$ cat config.mk
export PLATFORM = sky130hd
export DESIGN_NAME = seg7_capture
export DESIGN_NICKNAME = d
export VERILOG_FILES = /design/src/rtl/seg7_capture.sv
export SDC_FILE = /design/constraint.sdc
export NUM_CORES = 1
export LEC_CHECK = 0
export CORE_ASPECT_RATIO = 0.6
export CORE_UTILIZATION = 47
export CTS_CLUSTER_DIAMETER = 30
export DETAILED_ROUTE_END_ITERATION = 16
export PLACE_DENSITY = 0.64
export SETUP_SLACK_MARGIN = 0.2
export SKIP_LAST_GASP = 1
export SLEW_MARGIN = 20
export SYNTH_ARGS = -nofsm -noshare
export SYNTH_HDL_FRONTEND = slang
export SYNTH_SLANG_ARGS = --single-unit
$ cat constraint.sdc
create_clock -name clk_i -period 2.54 [get_ports clk_i]
set_input_delay 0.635 -clock clk_i [delete_from_list [all_inputs] [get_ports clk_i]]
set_output_delay 0.635 -clock clk_i [all_outputs]
set_load 0.02 [all_outputs]
$ cat src/rtl/seg7_capture.sv
// seg7_capture: recovers the 16-bit value shown on a multiplexed 4-digit
// 7-segment display by watching its segment and digit-select lines.
// Inputs are synchronized, debounced by a stability counter, decoded per
// digit into a shadow frame, and published once every digit has been seen.
module seg7_capture #(
  parameter int STABLE_CYCLES = 4
) (
  input  logic        clk_i,
  input  logic        rst_n_i,
  input  logic [6:0]  seg_i,
  input  logic [3:0]  dig_sel_i,
  input  logic        err_clr_i,
  output logic [15:0] value_o,
  output logic        valid_o,
  output logic [3:0]  digit_err_o,
  output logic        err_o
);

  localparam logic [7:0] CNT_MAX = 8'(STABLE_CYCLES);
  localparam logic [7:0] CNT_PRE = 8'(STABLE_CYCLES - 1);

  // {dig_sel, seg} travel together so a pair is always judged as one word
  logic [10:0] s1;
  logic [10:0] s2;
  logic [10:0] s3;
  logic [7:0]  stable_cnt;
  logic [3:0]  captured;
  logic [15:0] shadow;

  logic        accept;
  logic [3:0]  sel;
  logic [6:0]  pattern;
  logic        one_sel;
  logic [1:0]  slot;
  logic [4:0]  decoded;
  logic [3:0]  cap_en;
  logic [3:0]  err_set;

  // Returns {known, nibble}; known is 0 for any pattern outside the hex font
  function automatic logic [4:0] decode7(input logic [6:0] p);
    logic [4:0] r;
    case (p)
      7'b1000000: r = {1'b1, 4'h0};
      7'b1111001: r = {1'b1, 4'h1};
      7'b0100100: r = {1'b1, 4'h2};
      7'b0110000: r = {1'b1, 4'h3};
      7'b0011001: r = {1'b1, 4'h4};
      7'b0010010: r = {1'b1, 4'h5};
      7'b0000010: r = {1'b1, 4'h6};
      7'b1111000: r = {1'b1, 4'h7};
      7'b0000000: r = {1'b1, 4'h8};
      7'b0011000: r = {1'b1, 4'h9};
      7'b0001000: r = {1'b1, 4'hA};
      7'b0000011: r = {1'b1, 4'hB};
      7'b1000110: r = {1'b1, 4'hC};
      7'b0100001: r = {1'b1, 4'hD};
      7'b0000110: r = {1'b1, 4'hE};
      7'b0001110: r = {1'b1, 4'hF};
      default:    r = 5'b0_0000;
    endcase
    return r;
  endfunction

  // Two-flop synchronizer plus one history stage; reset looks like a blank display
  always_ff @(posedge clk_i or negedge rst_n_i) begin
    if (!rst_n_i) begin
      s1 <= '1;
      s2 <= '1;
      s3 <= '1;
    end else begin
      s1 <= {dig_sel_i, seg_i};
      s2 <= s1;
      s3 <= s2;
    end
  end

  // Count consecutive cycles the synchronized pair has not changed, saturating
  always_ff @(posedge clk_i or negedge rst_n_i) begin
    if (!rst_n_i) begin
      stable_cnt <= 8'd0;
    end else if (s2 != s3) begin
      stable_cnt <= 8'd0;
    end else if (stable_cnt != CNT_MAX) begin
      stable_cnt <= stable_cnt + 8'd1;
    end
  end

  // Accept is the single cycle the counter steps onto its limit; saturation
  // keeps it from firing again until the pair changes
  always_comb begin
    accept  = (s2 == s3) && (stable_cnt == CNT_PRE);
    sel     = s2[10:7];
    pattern = s2[6:0];
    decoded = decode7(pattern);
    one_sel = 1'b1;
    slot    = 2'd0;
    case (sel)
      4'b1110: slot = 2'd0;
      4'b1101: slot = 2'd1;
      4'b1011: slot = 2'd2;
      4'b0111: slot = 2'd3;
      default: one_sel = 1'b0;
    endcase
    cap_en  = 4'b0000;
    err_set = 4'b0000;
    if (accept && one_sel) begin
      if (decoded[4]) begin
        cap_en = 4'b0001 << slot;
      end else begin
        err_set = 4'b0001 << slot;
      end
    end
  end

  // Collect digits into the shadow frame and publish it once all four are in
  always_ff @(posedge clk_i or negedge rst_n_i) begin
    if (!rst_n_i) begin
      captured <= 4'b0000;
      shadow   <= 16'h0000;
      value_o  <= 16'h0000;
      valid_o  <= 1'b0;
    end else begin
      valid_o <= 1'b0;
      if (captured == 4'b1111) begin
        value_o <= shadow;
        valid_o <= 1'b1;
      end
      captured <= ((captured == 4'b1111) ? 4'b0000 : captured) | cap_en;
      for (int k = 0; k < 4; k++) begin
        if (cap_en[k]) begin
          shadow[4*k +: 4] <= decoded[3:0];
        end
      end
    end
  end

  // Sticky per-digit error flags; a fresh error beats a simultaneous clear
  always_ff @(posedge clk_i or negedge rst_n_i) begin
    if (!rst_n_i) begin
      digit_err_o <= 4'b0000;
    end else begin
      digit_err_o <= (err_clr_i ? 4'b0000 : digit_err_o) | err_set;
    end
  end

  assign err_o = |digit_err_o;

endmodule

; After elaboration in Yosys (flattened, before gate mapping)
; Cells that the tools add are included.
[classes]
addsub = 1
eq_ne = 24
n_shift = 1
mux = 12
bitwise_logic = 2
n_reduce_logical = 6
[op_table]
columns = op, n
row1 = 5-bit case mux with 16 select lines, 1
row2 = "7-bit equality test, second input constant", 4
row3 = 4-bit two-way mux, 6
row4 = "7-bit by 5-bit equality test with 1-bit output, second input constant", 3
row5 = "7-bit by 6-bit equality test with 1-bit output, second input constant", 3
row6 = "4-bit equality test, second input constant", 4
row7 = 8-bit two-way mux, 2
row8 = "7-bit by 2-bit equality test with 1-bit output, second input constant", 2
row9 = "7-bit by 4-bit equality test with 1-bit output, second input constant", 2
row10 = 11-bit equality test, 1
row11 = 11-bit inequality test, 1
row12 = "8-bit by 1-bit adder with 8-bit output, second input constant", 1
row13 = "8-bit by 2-bit equality test with 1-bit output, second input constant", 1
row14 = "8-bit by 3-bit inequality test with 1-bit output, second input constant", 1
row15 = 4-bit bitwise OR, 2
row16 = 4-bit OR reduction, 2
row17 = "7-bit by 3-bit equality test with 1-bit output, second input constant", 1
row18 = 7-bit logical NOT, 1
row19 = 2-bit case mux with 3 select lines, 1
row20 = "4-bit by 3-bit equality test with 1-bit output, second input constant", 1
row21 = "1-bit by 2-bit << shifter with 4-bit output, first input constant", 1
row22 = 1-bit logical AND, 2
row23 = 1-bit two-way mux, 2
row24 = 2-bit nonzero test, 1
[totals]
ff_bits = 82

; Logic depth before layout (Yosys ltp)
; Gate-level depths: netlist of the first run.
[logic_depth]
ltp_word = 6
ltp_mapped = 7

; Worst setup path after synthesis of the first run
; OpenSTA, ideal clock, no wires.
[synth_path]
kind = register to register
from = register s2[6]
to = register shadow[10]
arrival_time_ps = 2221
slack_ps = 195
path_stages_with_launch = 7
period_less_slack_ps = 2345
cell_sequence = dfstp_2 > clkbuf_1 > xor2_1 > nor4_2 > nand3_1 > a311oi_2 > mux2_2
[synth_between]
elab_chain_len = 4
word_cells_on_any_way = 22
cone_classes = eq/ne: 16 / mux: 3 / reduce/logical: 3
[synth_rtl]
columns = item, line
row1 = from (decl), 24  ; logic [10:0] s2;
row2 = from (signal assigned), 68  ; s2 <= '1;
row3 = from (signal assigned), 72  ; s2 <= s1;
row4 = 7-bit by 4-bit equality test with 1-bit output (tied with other cells), 42  ; case (p)
row5 = 5-bit case mux with 16 select lines or 1-bit logical AND (tied branches), "42, 91"
row6 = 4-bit two-way mux or 1-bit logical AND (tied branches), "107, 106"
row7 = 4-bit two-way mux, 106  ; if (accept && one_sel) begin
row8 = "to (signal, indexed assignment)", 131  ; shadow[4*k +: 4] <= decoded[3:0];
row9 = to (decl), 28  ; logic [15:0] shadow;
; Parallel ways exist; a longest one is shown, timed or not.
; A chain may end at the register's enable or synchronous reset.

; Worst setup path after layout of the first run
[layout_path]
from = register stable_cnt[4]
to = register shadow[12]
[layout_between]
elab_chain_len = 4
[layout_rtl]
columns = item, line
row1 = from (decl), 26  ; logic [7:0] stable_cnt;
row2 = from (signal assigned), 84  ; stable_cnt <= stable_cnt + 8'd1;
row3 = 8-bit by 2-bit equality test with 1-bit output, 91  ; accept = (s2 == s3) && (stable_cnt == CNT_PRE);
row4 = 1-bit logical AND, 91
row5 = 1-bit logical AND, 106
row6 = 4-bit two-way mux, 106
; No other way between the ends.

==> results.tsv, run 1 <==
metric	value	unit
P_leak	2.072	nW
number of synthesized register bits	82	
Hold Path Class	in2async	
top post-synthesis cells by count	dfrtp_1 (49), nand2_1 (42), dfstp_2 (33)	
leading area contributor after synthesis	dfrtp_1	
cts hold-fix bufs	0	
Final Wtd Congestion	0.8218	
Worst Slack Setup Final	0.1427	ns
YS warnings	0	
Worst Path Max Fanout	5	
largest net degree at the start of global routing	50	
clock share of power	47.0	%
gr usage total	20.38	%
die area	7777	sq um
Sw Share	21.32	%
largest cells by area after synthesis	dfrtp_1 (35%), dfstp_2 (25%), nand2_1 (4.5%)	
async set-or-reset flop fraction in the synthesized netlist	100.0	%
Die Ht	68.71	um
Syn Inst Count	292	
syn nets	308	
Max clock buf depth	2	
DR iter-0 viols	138	
Critical Path End Type	register	
vias in the first global route	2237	
hold_ws	0.3129	ns
Starting Density	50.47	%
Cells after DPL	418	
dpl ws	0.06805	ns
routed wire length	7184	um
setup TNS	0	ns
CTS H-Tree Depth	3	
PnR Total Power	2.905	mW
final worst path period share	94.38	%
ys flop type	dfrtp_1	
max-cap violations	0	
fin crit period	2.397	ns
sequential share of power	47.4	%
Vias	2432	
via density per instance	5.322	
dpl hpwl	4747	um
sequential share of the synthesized area	60.05	%
RSZ-0062 raised after global routing	yes	
Comb pwr share	5.5	%
Root Buffer	clkbuf_16	
EDFF count, synth	0	
Peak supply drop	0.4516	mV
CTS sink count	82	
antenna fix cells	0	
status	completed	
crit path from	stable_cnt[4]	
Worst EP arrival	2.62	ns
Pre-antenna DRT Iters	4	
IO Pins	36	
worst-skew pair later-pin latency	0.34	ns
top-area cell type share of the netlist area	35.18	%
antenna-violating nets left	0	
Clock Pin Slew Worst Setup and Hold Paths	0.06	ns
NumNets Final	381	
first-pass GRT wire length	11520	um
Final Skew	0.006731	ns
Required @ worst endpoint	2.77	ns
total CTS buffers	9	
crit path kind	reg2reg	
fin. max-slew vios	0	
Slew headroom	49.35	%
worst slew pin tran	0.7499	ns
Final setup viols	0	
initial antenna violation count	0	
CP Launch Type	register	
Syn Area/Cell	11.94	sq um
GRT Residual Overflow	0	
WL/cell	15.72	um
Horiz. Die Dim	113.2	um
Finished Layout Cells	457	
Max Fclk	417.1	MHz
storage element area	2097	sq um
Synth cell types	55	
Core ar.	6907	sq um
IO Port Bufs	35	
final hold violations	0	
footprint of the multi-input gates	1363	sq um
count leader, synth	dfrtp_1	
Power Density	630.7	nW/um^2
Area Overhead vs Synth	32.12	%
synthesized area	3486	sq um
cell internal pwr	2.285	mW
fillcell total	529	
Row Count	23	
# DRC	0	
Net Switching	0.6194	mW
RR Startpoint	stable_cnt[4]	
layout cells sized above 1	33.24	%
CTS tree	built	
[worst max-delay path, stage by stage (launching register included)]
cell,delay (ns)
dfrtp_1,0.38
or4_4,0.56
nor4b_4,0.23
buf_4,0.18
nand4_1,0.15
a311oi_4,0.45
mux2_4,0.34
[repair_timing]
item	4_1_cts	5_1_grt
buffers inserted	15	8
setup endpoints to repair	16	18
pin swaps	8	7
resized for setup	14	13
[path summary, 6_finish.rpt]
check | cells after the start | slack (ns) | to
max in group asynchronous | 2 | 1.56 | s3[9]
hold reg to reg | 0 | 0.35 | s2[2]
hold / removal | 1 | 0.31 | stable_cnt[3]
setup / recovery | 6 | 0.14 | shadow[12]
setup reg to reg | 6 | 0.14 | shadow[12]
min in group clk_i | 0 | 0.35 | s2[2]
[cell type report]
cell class	count	area share [%]
clock buffer	9	4.890
multi-input combinational	183	29.58
sequential	82	45.53
inverter	14	1.141
timing repair buffer	75	14.48
tap	87	2.363
clock inverter	7	2.010
[power by group through the flow]
stage | logic (mW) | registers [mW] | clock network (mW)
4_1_cts | 0.145 | 1.38 | 1.39
3_3_place_gp | 0.134 | 1.40 | 0
3_5_place_dp | 0.135 | 1.40 | 0
2_1_floorplan | 0.0691 | 1.39 | 0
6_report | 0.161 | 1.38 | 1.37
5_1_grt | 0.177 | 1.38 | 1.44
[sequential cells by signal (all words and copies together), names as in the netlist]
| signal | flops |
|---|---|
| captured | 4 |
| digit_err_o | 4 |
| s1 | 11 |
| s2 | 11 |
| s3 | 11 |
| shadow | 16 |
| stable_cnt | 8 |
| valid_o | 1 |
| value_o | 16 |
[per-stage QoR]
step | utilization [%] | cell area [sq um]
after floorplan | - | 3486
after global placement | 58.13 | 4015
after detailed placement | 58.13 | 4015
after CTS | 65.33 | 4512
after global routing | 66.68 | 4606
final | 66.68 | 4606
[placed cells by master (no fill, tap or decap), drive strengths merged, types with 3 or more instances in the layout]
master,netlist,layout
a21o,4,4
a311oi,4,4
a31oi,3,3
and2,3,3
buf,7,40
clkbuf,6,10
clkdlybuf4s50,0,33
dfrtp,49,49
dfstp,33,33
inv,14,15
mux2,10,10
nand2,42,42
nand3,7,7
nand3b,3,3
nand4,6,6
nor2,16,16
nor2b,5,5
nor3,6,6
nor3b,3,3
o21ai,12,12
o41ai,3,3
xnor2,3,3
xor2,14,14
[routing by layer]
metal | GRT usage (%) | wire length [um] | share of wire, % | vias to the layer above
met2 | 29.91 | 3050 | 42 | 68
met4 | 6.908 | 87 | 1.2 | 0
met5 | 0 | 0 | 0 | -
met1 | 28.54 | 3617 | 50 | 1186
li1 | - | - | - | 1171
met3 | 6.818 | 429 | 6.0 | 7
[logic make-up (layout without fill, tap and decap cells)]
kind of cell	count (synthesis)	count (layout)	synth area share, %
flip-flops	82	82	60.05
adder cells (fa/ha/maj)	2	2	0.7178
multiplexers	11	11	3.518
XOR/XNOR	17	17	4.272
AND/OR/NAND/NOR	110	110	17.41
buffers and inverters	27	105	3.446
AO/OA/AOI/OAI	43	43	10.59
Note: power is estimated with default switching activity, not from simulation.
==> inputs of run 2 (changes only) <==
- PLACE_DENSITY: 0.64 -> 0.67
- clock period: 2.54 -> 2 ns (I/O delays scaled with it)
==> run 2 against run 1 <==
  * The flow now finishes with violations (negative setup slack)
  * Register-to-register slack got worse by 0.53 ns
  * Clock power increased by 30%
  * Wire length increased by 20%
  * Sequential cell count unchanged
  * Core utilization increased by 7.5 points
  * Sequential share of layout area decreased by 4.7 points
  * Clock skew about the same
  * Via count increased by 11%
  * Total power increased by 31%
  * Critical path depth increased by 1
  * First-iteration DRC count increased by 26%
  * Highest routed layer unchanged
==> results.tsv, run 2 (synthesis results as in run 1) <==
metric	value	unit	change
status	finished with violations		
violated checks	negative setup slack		
fin crit period	2.385	ns	-0.01239 ns
Slew headroom	43.46	%	-5.9 points
crit path kind	reg2reg		
Worst Path Max Fanout	3		-2
Worst Slack Setup Final	-0.3849	ns	-0.5276 ns
Final Wtd Congestion	0.8909		+8.4%
top flop regs	shadow (16), value_o (16)		
setup TNS	-6.630	ns	-6.630 ns
GRT Residual Overflow	0		unchanged
fin. max-slew vios	0		unchanged
Starting Density	50.47	%	unchanged
initial antenna violation count	0		unchanged
first-pass GRT wire length	12890	um	+12%
via density per instance	5.412		+1.7%
# DRC	0		unchanged
IO Port Bufs	35		unchanged
Vias	2695		+11%
CTS tree	built		
antenna-violating nets left	0		unchanged
Clock Pin Slew Worst Setup and Hold Paths	0.06	ns	about the same
final worst path period share	119.2	%	+25 points
Hold Path Class	in2async		
Power Density	740.6	nW/um^2	+17%
Pre-antenna DRT Iters	4		unchanged
Final Skew	0.006351	ns	-0.0003800 ns
vias in the first global route	2524		+13%
DR iter-0 viols	174		+26%
Die Ht	68.71	um	unchanged
dpl hpwl	5440	um	+15%
IO Pins	36		unchanged
CTS H-Tree Depth	3		unchanged
final hold violations	0		unchanged
CTS sink count	82		unchanged
Horiz. Die Dim	113.2	um	unchanged
worst slew pin tran	0.8371	ns	+0.08720 ns
Peak supply drop	1.052	mV	+130%
largest net degree at the start of global routing	38		-24%
Row Count	23		unchanged
RSZ-0062 raised after global routing	yes		
Critical Path End Type	register		
antenna fix cells	0		unchanged
layout cells sized above 1	42.82	%	+9.6 points
hold_ws	0.06707	ns	-0.2458 ns
Core ar.	6907	sq um	unchanged
commonest cells after routing, fill and taps aside	buf_4 (65), dfrtp_1 (49), nand2_1 (41)		
PnR Total Power	3.795	mW	+31%
WL/cell	17.31	um	+10%
Required @ worst endpoint	2.23	ns	-0.54 ns
worst-skew pair later-pin latency	0.34	ns	about the same
P_leak	2.580	nW	+25%
crit path from	stable_cnt[6]		
commonest non-fill, non-tap cell in the layout	buf_4		
NumNets Final	422		+11%
RR Startpoint	stable_cnt[6]		
Area Overhead vs Synth	46.98	%	
total CTS buffers	9		unchanged
Root Buffer	clkbuf_16		
gr usage total	22.90	%	+2.5 points
Max clock buf depth	2		unchanged
die area	7777	sq um	unchanged
cts hold-fix bufs	0		unchanged
Worst EP arrival	2.61	ns	about the same
Max Fclk	419.3	MHz	+0.52%
routed wire length	8619	um	+20%
max-cap violations	0		unchanged
CP Launch Type	register		
Final setup viols	24		+24
-- run 2: final timing paths --
path	endpoint	slack, ns	cells after the start
setup / recovery	shadow[12]	-0.38	7
max in group asynchronous	s3[4]	1.29	2
hold reg to reg	s2[4]	0.35	0
hold / removal	stable_cnt[4]	0.07	1
setup reg to reg	shadow[12]	-0.38	7
min in group clk_i	s2[4]	0.35	0
-- run 2: worst max-delay path, cell delays in order, from the launching register on --
cell and delay, ns:
dfrtp_1 0.37, or4_4 0.56, nor4b_4 0.31, buf_4 0.18, nand4_1 0.13, a311oi_2 0.23, buf_4 0.19, mux2_4 0.30
-- run 2: final cells by class --
class | instances | area [sq um]
clock inverters | 5 | 76.32
well taps | 87 | 108.9
clock buffers | 11 | 252.7
flip-flops and latches | 82 | 2093
multi-input cells | 183 | 1488
repair buffers | 116 | 1052
fillers | 456 | 1783
inverters | 14 | 52.55
-- run 2: what timing repair did --
| item | 4_1_cts | 5_1_grt |
|---|---|---|
| endpoints found under the setup margin | 44 | 40 |
| pin swaps | 15 | 17 |
| setup buffers | 10 | 13 |
| gates resized for setup | 38 | 32 |
| endpoints found under the hold margin | 0 | 0 |
| cloned | 0 | 1 |
-- run 2: routing by layer --
metal / GRT usage, % / vias to the layer above / share of wire, %
met5: 0 / - / 0
met1: 31.34 / 1365 / 48
li1: - / 1242 / -
met4: 6.908 / 0 / 1.8
met3: 7.955 / 14 / 5.0
met2: 34.74 / 74 / 45
-- run 2: power by group --
group / switching (mW) / total [mW] / internal [mW]
sequential: 0.0243 / 1.75 / 1.72
combinational: 0.141 / 0.266 / 0.124
clock: 0.630 / 1.78 / 1.15
-- run 2: metrics by stage --
step | worst slack [ns] | util, % | std cells | cell area, sq um
6_report | -0.3849 | 74.18 | 498 | 5124
4_1_cts | -0.4067 | 70.58 | 484 | 4875
3_3_place_gp | -0.3766 | 63.86 | 458 | 4410
5_1_grt | -0.4575 | 74.18 | 498 | 5124
3_5_place_dp | -0.4203 | 63.86 | 458 | 4410
2_1_floorplan | -0.2797 | - | 292 | 3590
==> variant: new RTL, config.mk and constraints of run 1 <==
Add an input register stage for `seg_i`, `dig_sel_i` and `err_clr_i`, cleared by the reset; this delays them by one clock.
--- a/src/rtl/seg7_capture.sv
+++ b/src/rtl/seg7_capture.sv
@@ -20,2 +20,18 @@
   localparam logic [7:0] CNT_PRE = 8'(STABLE_CYCLES - 1);
+
+  logic [6:0] seg_q;
+  logic [3:0] dig_sel_q;
+  logic err_clr_q;
+
+  always_ff @(posedge clk_i or negedge rst_n_i) begin
+    if (!rst_n_i) begin
+      seg_q     <= '0;
+      dig_sel_q <= '0;
+      err_clr_q <= '0;
+    end else begin
+      seg_q     <= seg_i;
+      dig_sel_q <= dig_sel_i;
+      err_clr_q <= err_clr_i;
+    end
+  end
 
@@ -70,3 +86,3 @@
     end else begin
-      s1 <= {dig_sel_i, seg_i};
+      s1 <= {dig_sel_q, seg_q};
       s2 <= s1;
@@ -141,3 +157,3 @@
     end else begin
-      digit_err_o <= (err_clr_i ? 4'b0000 : digit_err_o) | err_set;
+      digit_err_o <= (err_clr_q ? 4'b0000 : digit_err_o) | err_set;
     end
Function: changed (a bounded check fails within 10 cycles, from zero or initial values and one cycle with rst_n_i low).
==> variant against run 1 <==
Clock skew is 0.62 ps higher; sequential cell count is 12 higher; via count rose by 0.29%; global-route usage is 0.33 points lower; die area rose by 6.7%; critical path depth stayed put; cell area increased by 4.8%; area after synthesis grew 6.8%; hold slack got worse by 54 ps; power grew 13%; worst setup slack gained 67 ps; wire length rose by 2.7%; combinational power rose by 7%; critical endpoint is now shadow[1].
==> variant: results (changes against run 1) <==
| Metric | Value |
|---|---|
| Synth Area in Compound Gates | 0.0769 (-0.0289) |
| Fill cells | 584 (+10%) |
| Synth top area cells | dfrtp_1, dfstp_2, nand2_1 |
| Outcome | finished clean |
| WP data arrival | 2560 ps (-60 ps) |
| Xor/xnor share of the synthesized area | 0.0517 (+0.00903) |
| Post_cts resized | 7 (-7) |
| Adder-cell share of the synthesized area | 0.00672 (-0.000458) |
| DRT met1 WL | 3780 um (+4.4%) |
| Distinct cells, synth | 51 (-7.3%) |
| Routability Congestion | 0.854 (+3.9%) |
| Worst Skew | 7.35 ps (+0.620 ps) |
| Post-synthesis sequential area ratio | 0.643 (+0.0423) |
| Vias in the first global route | 2401 (+7.3%) |
| Seq pwr share | 0.480 (+0.006) |
| Met3 usage | 0.0763 (+0.00808) |
| Slowest-stage cell, CP | dfstp_4 |
| Vias per cell | 5.08 (-4.5%) |
| Layout cells sized above 1 | 0.285 (-0.0479) |
| Routing usage on met1 | 0.306 (+0.0203) |
| Rel. slew slack | 0.613 (+0.119) |
| Post-DP HPWL | 4630 um (-2.4%) |
| Worst IR Drop VDD | 0.361 mV (-20%) |
| DR iter-0 viols | 190 (+38%) |
| LEAKAGE | 2.14 nW (+3.4%) |
| Crit Path Max Fanout | 7 (+2) |
-- variant: worst paths after layout --
| path | start | end | slack (ps) | depth (start not counted) |
|---|---|---|---|---|
| min in group clk_i | seg_q[1] | s1[1] | 350 | 0 |
| worst min register to register | seg_q[1] | s1[1] | 350 | 0 |
| max in group asynchronous | rst_n_i | s2[1] | 1570 | 2 |
| worst max register to register | s2[6] | shadow[1] | 210 | 6 |
| worst min-delay path | rst_n_i | seg_q[2] | 260 | 1 |
| worst max-delay path | s2[6] | shadow[1] | 210 | 6 |
-- variant: cell families (layout without fill, tap and decap cells) --
group,after synthesis,after routing
AO/OA/AOI/OAI,40,40
XOR/XNOR,19,19
adder cells (fa/ha/maj),2,2
buffers and inverters,24,98
flip-flops,94,94
multiplexers,12,12
AND/OR/NAND/NOR,111,111
-- variant: per-stage QoR --
stage / setup WS, ps / power, W / instance area (um2) / cells / utilization
finish: 209 / 0.00330 / 4830 / 480 / 0.648
global placement: 213 / 0.00174 / 4170 / 433 / 0.559
floorplan: 464 / 0.00168 / 3720 / 302 / -
detailed placement: 115 / 0.00175 / 4170 / 433 / 0.559
global route: 143 / 0.00341 / 4830 / 480 / 0.648
CTS: 221 / 0.00330 / 4660 / 462 / 0.626
-- variant: critical path: cells and delay by family, from the launching register on --
| kind | cells | cell delay, ps |
|---|---|---|
| mux | 1 | 320 |
| compound gates | 1 | 280 |
| xor+xnor | 1 | 130 |
| simple gates | 3 | 820 |
| flops | 1 | 660 |
-- variant: area by class of cell --
class / instances / area (um2) / area share
clock inverter: 5 / 106 / 0.0220
tap: 104 / 130 / 0.0270
clock buffer: 11 / 243 / 0.0503
sequential: 94 / 2400 / 0.497
inverter: 13 / 48.8 / 0.0101
multi-input combinational: 184 / 1260 / 0.262
timing repair buffer: 69 / 636 / 0.132
